### config.mk
export PLATFORM = sky130hd
export DESIGN_NAME = pipeline_sequencer
export DESIGN_NICKNAME = d
export VERILOG_FILES = /design/src/rtl/pipe_seq_pkg.sv /design/src/rtl/pipe_hazard_cmp.sv /design/src/rtl/pipeline_sequencer.sv
export SDC_FILE = /design/constraint.sdc
export NUM_CORES = 1
export LEC_CHECK = 0
export ABC_AREA = 1
export BUFFER_PORTS_ARGS = -buffer_cell sky130_fd_sc_hd__buf_2
export CORE_UTILIZATION = 47
export CTS_CLUSTER_SIZE = 40
export DETAILED_ROUTE_END_ITERATION = 7
export GPL_TIMING_DRIVEN = 0
export MAX_ROUTING_LAYER = met4
export PLACE_DENSITY = 0.78
export REMOVE_ABC_BUFFERS = 1
export SETUP_SLACK_MARGIN = 0.15
export SLEW_MARGIN = 20
export SYNTH_ARGS = -nofsm -noshare
export SYNTH_HDL_FRONTEND = slang
export SYNTH_SLANG_ARGS = --single-unit
### constraint.sdc
create_clock -name clk_i -period 1.5 [get_ports clk_i]
set_input_delay 0.3 -clock clk_i [delete_from_list [all_inputs] [get_ports clk_i]]
set_output_delay 0.3 -clock clk_i [all_outputs]
set_load 0.02 [all_outputs]
### src/rtl/pipe_seq_pkg.sv
// Shared definitions for the pipeline sequencer: FSM state encodings and the
// number of drain cycles needed to empty EX, MEM and WB after ID goes empty.
package pipe_seq_pkg;

  typedef enum logic [1:0] {
    ST_IDLE  = 2'd0,
    ST_RUN   = 2'd1,
    ST_STEP  = 2'd2,
    ST_DRAIN = 2'd3
  } seq_state_t;

  localparam logic [2:0] DRAIN_TAIL = 3'd3;

endpackage

### src/rtl/pipe_hazard_cmp.sv
// RAW hazard comparator: flags when the instruction in ID reads a register
// that an older instruction in EX or MEM has not yet written back. WB is not
// checked because the register file writes before it reads.
module pipe_hazard_cmp #(
  parameter int RA_W = 3
) (
  input  logic            id_valid,
  input  logic [RA_W-1:0] id_rs1,
  input  logic [RA_W-1:0] id_rs2,
  input  logic            id_use_rs2,
  input  logic [RA_W-1:0] ex_rd,
  input  logic            ex_reg_write,
  input  logic [RA_W-1:0] mem_rd,
  input  logic            mem_reg_write,
  output logic            hazard
);

  // A producer only matters if it writes a non-zero register; rs2 is only
  // compared when the ID instruction actually reads it.
  function automatic logic rd_hits(input logic            wr,
                                   input logic [RA_W-1:0] rd,
                                   input logic [RA_W-1:0] rs1,
                                   input logic [RA_W-1:0] rs2,
                                   input logic            use_rs2);
    return wr && (rd != '0) && ((rd == rs1) || (use_rs2 && (rd == rs2)));
  endfunction

  // Combine EX and MEM producer checks, qualified by a live ID instruction.
  always_comb begin
    hazard = id_valid &&
             (rd_hits(ex_reg_write, ex_rd, id_rs1, id_rs2, id_use_rs2) ||
              rd_hits(mem_reg_write, mem_rd, id_rs1, id_rs2, id_use_rs2));
  end

endmodule

### src/rtl/pipeline_sequencer.sv
// Fetch PC owner and run/halt/single-step sequencer for the 5-stage 16-bit
// core. Stalls IF/ID and bubbles ID/EX on RAW hazards, flushes IF/ID on an
// ID-resolved redirect, and drains the pipe before returning to IDLE.
// Optional build macro PIPE_SEQ_PERF_EN adds saturating cycle, issue and
// stall counters.
module pipeline_sequencer
  import pipe_seq_pkg::*;
#(
  parameter int PC_W   = 8,
  parameter int RA_W   = 3,
  parameter int STEP_W = 8,
  parameter int CNT_W  = 16
) (
  input  logic              clk_i,
  input  logic              rst_i,
  input  logic              run_i,
  input  logic              halt_i,
  input  logic              step_i,
  input  logic [STEP_W-1:0] step_cnt_i,
  input  logic [RA_W-1:0]   id_rs1_i,
  input  logic [RA_W-1:0]   id_rs2_i,
  input  logic              id_use_rs2_i,
  input  logic [RA_W-1:0]   ex_rd_i,
  input  logic              ex_reg_write_i,
  input  logic [RA_W-1:0]   mem_rd_i,
  input  logic              mem_reg_write_i,
  input  logic              redirect_i,
  input  logic [PC_W-1:0]   pc_target_i,
  output logic [PC_W-1:0]   pc_o,
  output logic              ifid_stall_o,
  output logic              ifid_flush_o,
  output logic              idex_bubble_o,
  output logic [1:0]        state_o,
  output logic              done_o
`ifdef PIPE_SEQ_PERF_EN
  ,
  output logic [CNT_W-1:0]  cyc_cnt_o,
  output logic [CNT_W-1:0]  instr_cnt_o,
  output logic [CNT_W-1:0]  stall_cnt_o
`endif
);

  seq_state_t        state_q;
  logic [PC_W-1:0]   pc_q;
  logic [PC_W-1:0]   pc_n;
  logic              id_valid_q;
  logic [STEP_W-1:0] remaining_q;
  logic [2:0]        drain_cnt_q;
  logic              done_q;
  logic              hazard;
  logic              issue;
  logic              last_issue;

  pipe_hazard_cmp #(
    .RA_W (RA_W)
  ) u_hazard (
    .id_valid      (id_valid_q),
    .id_rs1        (id_rs1_i),
    .id_rs2        (id_rs2_i),
    .id_use_rs2    (id_use_rs2_i),
    .ex_rd         (ex_rd_i),
    .ex_reg_write  (ex_reg_write_i),
    .mem_rd        (mem_rd_i),
    .mem_reg_write (mem_reg_write_i),
    .hazard        (hazard)
  );

  assign issue      = id_valid_q && !hazard;
  assign last_issue = (state_q == ST_STEP) && issue && (remaining_q == STEP_W'(1));
  assign pc_o       = pc_q;
  assign state_o    = state_q;
  assign done_o     = done_q;

  // Pipeline control outputs and next PC from current state and ID/EX/MEM view.
  always_comb begin
    ifid_stall_o  = 1'b0;
    ifid_flush_o  = 1'b1;
    idex_bubble_o = 1'b1;
    pc_n          = pc_q;
    if (rst_i) begin
      unique case (state_q)
        ST_RUN, ST_STEP: begin
          idex_bubble_o = !issue;
          if (hazard) begin
            ifid_stall_o = 1'b1;
            ifid_flush_o = 1'b0;
          end else if (redirect_i) begin
            pc_n         = pc_target_i;
            ifid_flush_o = 1'b1;
          end else begin
            pc_n         = pc_q + PC_W'(1);
            ifid_flush_o = last_issue;
          end
        end
        ST_DRAIN: begin
          idex_bubble_o = !issue;
          if (hazard) begin
            ifid_stall_o = 1'b1;
            ifid_flush_o = 1'b0;
          end else if (redirect_i) begin
            pc_n = pc_target_i;
          end
        end
        default: ;
      endcase
    end
  end

  // Sequencer FSM with PC, ID occupancy, step budget and drain tail counter.
  always_ff @(posedge clk_i) begin
    if (!rst_i) begin
      state_q     <= ST_IDLE;
      pc_q        <= '0;
      id_valid_q  <= 1'b0;
      remaining_q <= '0;
      drain_cnt_q <= '0;
      done_q      <= 1'b0;
    end else begin
      pc_q       <= pc_n;
      id_valid_q <= ifid_flush_o ? 1'b0 : (ifid_stall_o ? id_valid_q : 1'b1);
      done_q     <= 1'b0;
      unique case (state_q)
        ST_IDLE: begin
          if (halt_i) begin
            state_q <= ST_IDLE;
          end else if (run_i) begin
            state_q <= ST_RUN;
          end else if (step_i) begin
            state_q     <= ST_STEP;
            remaining_q <= (step_cnt_i == '0) ? STEP_W'(1) : step_cnt_i;
          end
        end
        ST_RUN: begin
          if (halt_i) begin
            state_q     <= ST_DRAIN;
            drain_cnt_q <= DRAIN_TAIL;
          end
        end
        ST_STEP: begin
          if (issue) remaining_q <= remaining_q - STEP_W'(1);
          if (halt_i || last_issue) begin
            state_q     <= ST_DRAIN;
            drain_cnt_q <= DRAIN_TAIL;
          end
        end
        ST_DRAIN: begin
          // The tail only starts counting once ID holds nothing left to issue.
          if (id_valid_q) begin
            drain_cnt_q <= DRAIN_TAIL;
          end else if (drain_cnt_q == 3'd1) begin
            drain_cnt_q <= '0;
            done_q      <= 1'b1;
            state_q     <= ST_IDLE;
          end else begin
            drain_cnt_q <= drain_cnt_q - 3'd1;
          end
        end
        default: state_q <= ST_IDLE;
      endcase
    end
  end

`ifdef PIPE_SEQ_PERF_EN
  function automatic logic [CNT_W-1:0] sat_inc(input logic [CNT_W-1:0] v);
    return (&v) ? v : v + CNT_W'(1);
  endfunction

  // Saturating activity counters: busy cycles, issued instructions, hazard stalls.
  always_ff @(posedge clk_i) begin
    if (!rst_i) begin
      cyc_cnt_o   <= '0;
      instr_cnt_o <= '0;
      stall_cnt_o <= '0;
    end else begin
      if (state_q != ST_IDLE) cyc_cnt_o   <= sat_inc(cyc_cnt_o);
      if (issue)              instr_cnt_o <= sat_inc(instr_cnt_o);
      if (hazard)             stall_cnt_o <= sat_inc(stall_cnt_o);
    end
  end
`endif

endmodule

==> impl_table.tex <==
\begin{tabular}{lr}
\hline
Metric & Value \\
\hline
\multicolumn{2}{l}{\textbf{Clocking}} \\
Clock transition at path regs & 0.10 ns \\
Clock network latency to the later pin of the worst-skew pair & 0.28 ns \\
\# H-tree levels & 1 \\
Clk root buf & clkbuf\_8 \\
Number of clock sinks seen by CTS & 23 \\
Number of buffers inserted by hold repair at cts & 0 \\
Clock tree from TritonCTS & yes \\
Maximum buffer depth of the clock tree & 2 \\
Number of buffers inserted during clock tree synthesis & 3 \\
\multicolumn{2}{l}{\textbf{Placed design}} \\
Inst Count DP & 407 \\
Number of port buffers & 50 \\
Estimated wirelength of the detail-placed design & 3.16 mm \\
Last weighted congestion value of the routability-driven placer & 0.893 \\
Total placed instance area & 2130 um\^{}2 \\
\multicolumn{2}{l}{\textbf{Synth}} \\
Number of storage elements in the synthesis netlist & 23 \\
Number of synthesis warnings & 0 \\
Average instance area after synthesis & 5.88 um\^{}2 \\
Mapped Cells & 315 \\
Synth cell types & 28 \\
Sequential-to-total area share from yosys stat & 24.9\% \\
Cell area after synthesis & 1850 um\^{}2 \\
\multicolumn{2}{l}{\textbf{Setup path}} \\
Critical Path End Type & output pin \\
Most used cell along the critical path & nand2\_1 \\
Highest fanout seen on the critical path & 3 \\
Buffers plus inverters on the worst setup path & 3 \\
Largest incremental delay on the critical path & 0.15 ns \\
Slowest cell on the critical path & a21oi\_2 \\
Chain of cells forming the critical path & buf\_6 -> inv\_2 -> nand2\_1 -> nand2\_1 -> nor2\_2 -> nand2\_1 -> nand2\_1 -> nand2\_2 -> nand2\_4 -> nor2\_4 -> nand3\_2 -> a21oi\_2 -> nor2\_1 -> nand2\_1 -> buf\_6 \\
Required time reported for the critical path endpoint & 1.20 ns \\
Critical Path Start Type & input pin \\
Endpoint arrival time on the critical path & 1.54 ns \\
Kind of cell adding the most delay to the critical path & simple AND/OR/NAND/NOR gates \\
Type of the worst setup path & in -> out \\
\multicolumn{2}{l}{\textbf{Cells and area}} \\
Antenna diode count & 0 \\
Final net count & 444 \\
Most common library cell in the layout ignoring fill and taps & nand2\_1 \\
Ratio of cells with drive above 1 in the final layout & 46.6\% \\
Final instance area & 2900 um\^{}2 \\
Commonest cells after routing, fill and taps aside & 76 x nand2\_1, 40 x buf\_2, 32 x nor2\_1, 26 x inv\_1, 21 x nand2\_2 \\
Post-layout instance count excluding filler cells & 445 \\
Relative area change from synthesis to final layout & 56.5\% \\
\multicolumn{2}{l}{\textbf{Floorplan}} \\
Number of placement rows & 22 \\
DIE HEIGHT & 64.8 um \\
Area of the core region & 3720 um\^{}2 \\
Initial core utilization & 49.8\% \\
Total Die Area & 4200 um\^{}2 \\
Width of the die & 64.8 um \\
Top-level port count & 51 \\
\multicolumn{2}{l}{\textbf{Timing}} \\
Setup violations, final & 15 \\
Worst setup skew after layout & 0.0144 ns \\
Max transition margin & 70.9\% \\
Slew @ Worst Pin & 0.436 ns \\
Max Slew Vio Count & 0 \\
Achievable Freq & 542 MHz \\
Setup slack after layout & -0.344 ns \\
Final critical delay including setup and external delays & 1.84 ns \\
Setup repair after global routing missed its margin & yes \\
Hold Violations, Final & 0 \\
Share of the cycle needed by the critical path after routing & 123\% \\
\multicolumn{2}{l}{\textbf{Global routing}} \\
GR Util All Layers & 25.8\% \\
Pin count of the biggest net entering global routing & 21 \\
Number of antenna violations at the first check in global routing & 0 \\
Vias in the first global route & 2023 \\
Global-route wire length before repair & 8.40 mm \\
GRT overflow & 0 \\
\multicolumn{2}{l}{\textbf{Power}} \\
Worst IR drop on VDD & 1.37 mV \\
Total leakage power & 1.40 nW \\
Power Dens Cells & 1750 nW/um\^{}2 \\
\multicolumn{2}{l}{\textbf{Worst hold path}} \\
Worst min-delay path class & in -> reg \\
\multicolumn{2}{l}{\textbf{Route}} \\
Detailed-route wire length per cell & 14.0 um \\
Initial detailed-routing violation count & 194 \\
Remaining design rule violation count & 0 \\
Number of detailed-route iterations in the first pass & 5 \\
Number of nets with antenna violations after detailed routing & 0 \\
Total Wirelength & 6.25 mm \\
DR vias/cell & 5.45 \\
Vias post-DR & 2427 \\
\multicolumn{2}{l}{\textbf{Status}} \\
Status & complete, but fails checks \\
Failing checks & setup timing \\
\multicolumn{2}{l}{\textbf{Run}} \\
Number of max-cap violations & 0 \\
\hline
\end{tabular}
logic make-up (layout without fill, tap and decap cells):
group | Yosys count | count (layout) | share of synthesized area [%]
compound gates | 50 | 50 | 14.9
xor+xnor | 5 | 5 | 2.37
fa+ha+maj | 9 | 9 | 6.08
buf+inv | 51 | 132 | 10.9
flops | 23 | 23 | 24.9
simple gates | 177 | 178 | 40.8
layer usage:
metal,global-route usage (%),wire [um]
met5,-,0
met4,8.33,188
met3,4.05,365
met2,45.2,3250
met1,29.8,2450
cell usage after synthesis:
cell type	n	area share, %
nand4_1	1	0.34
a221oi_1	1	0.47
o21ai_1	3	0.81
dfxtp_1	23	25
nand3b_1	2	0.81
a21oi_1	21	5.7
o21ai_4	1	0.88
ha_1	9	6.1
nor2_4	1	0.61
nor4_1	3	1.0
clkbuf_1	3	0.61
nand2_4	1	0.61
a31oi_1	3	1.0
buf_4	3	1.2
nor3_1	2	0.54
nand3_1	16	4.3
nand2_1	95	19
nand3_2	3	1.6
o22ai_1	1	0.34
nor2_1	46	9.3
xor2_1	3	1.4
inv_1	40	8.1
o31ai_1	1	0.41
a22o_1	1	0.47
o21ai_0	18	4.9
xnor2_1	2	0.95
inv_2	5	1.0
nand2_2	7	2.4
power breakdown:
| part | internal [mW] | switching (mW) | total (mW) |
|---|---|---|---|
| Clock | 0.188 | 0.221 | 0.409 |
| Combinational | 1.52 | 2.00 | 3.52 |
| Sequential | 0.865 | 0.269 | 1.13 |
final timing paths:
check                                       to  cells after the start            from  slack [ns]
worst min register to register  drain_cnt_q[1]                      2  drain_cnt_q[1]        0.50
worst min-delay path                   pc_o[0]                      5  pc_target_i[0]        0.38
worst max-delay path              ifid_flush_o                     15     id_rs2_i[0]       -0.34
worst max register to register  remaining_q[0]                      9      state_o[0]       -0.11
area by class of cell:
| class | instances | area, um^2 |
|---|---|---|
| Clock inverter | 1 | 7.51 |
| Inverter | 45 | 200 |
| Multi-Input combinational cell | 242 | 1480 |
| Sequential cell | 23 | 483 |
| Clock buffer | 3 | 41.3 |
| Timing Repair Buffer | 83 | 626 |
| Tap cell | 48 | 60.1 |
| Fill cell | 244 | 818 |
registers in the layout (all words and copies together), names as in the netlist:
register / flops
pc_o: 8
remaining_q: 8
drain_cnt_q: 3
state_o: 2
done_o: 1
id_valid_q: 1
metrics by stage:
stage / hold slack (ns) / setup WS (ns) / TNS, ns / power [mW] / util, %
floorplan: 0.420 / -0.270 / -1.99 / 2.61 / -
global placement: 0.468 / -0.415 / -4.74 / 3.05 / 57.3
global route: 0.384 / -0.421 / -2.95 / 5.42 / 78.0
detailed placement: 0.481 / -0.428 / -5.16 / 3.09 / 57.3
CTS: 0.360 / -0.319 / -0.673 / 4.32 / 71.0
finish: 0.380 / -0.344 / -1.13 / 5.06 / 78.0
worst register-to-register path: cells and delay by family, from the launching register on:
family / cells / cell delay, ns
buf+inv: 3 / 0.30
flops: 1 / 0.40
compound gates: 1 / 0.21
fa+ha+maj: 1 / 0.16
simple gates: 4 / 0.45
what timing repair did:
item,4_1_cts,5_1_grt
pin swaps,30,25
endpoints found under the setup margin,25,25
gates cloned,0,1
setup buffers,28,5
resized for setup,85,69
No activity file was read; power rests on OpenSTA's default activity.
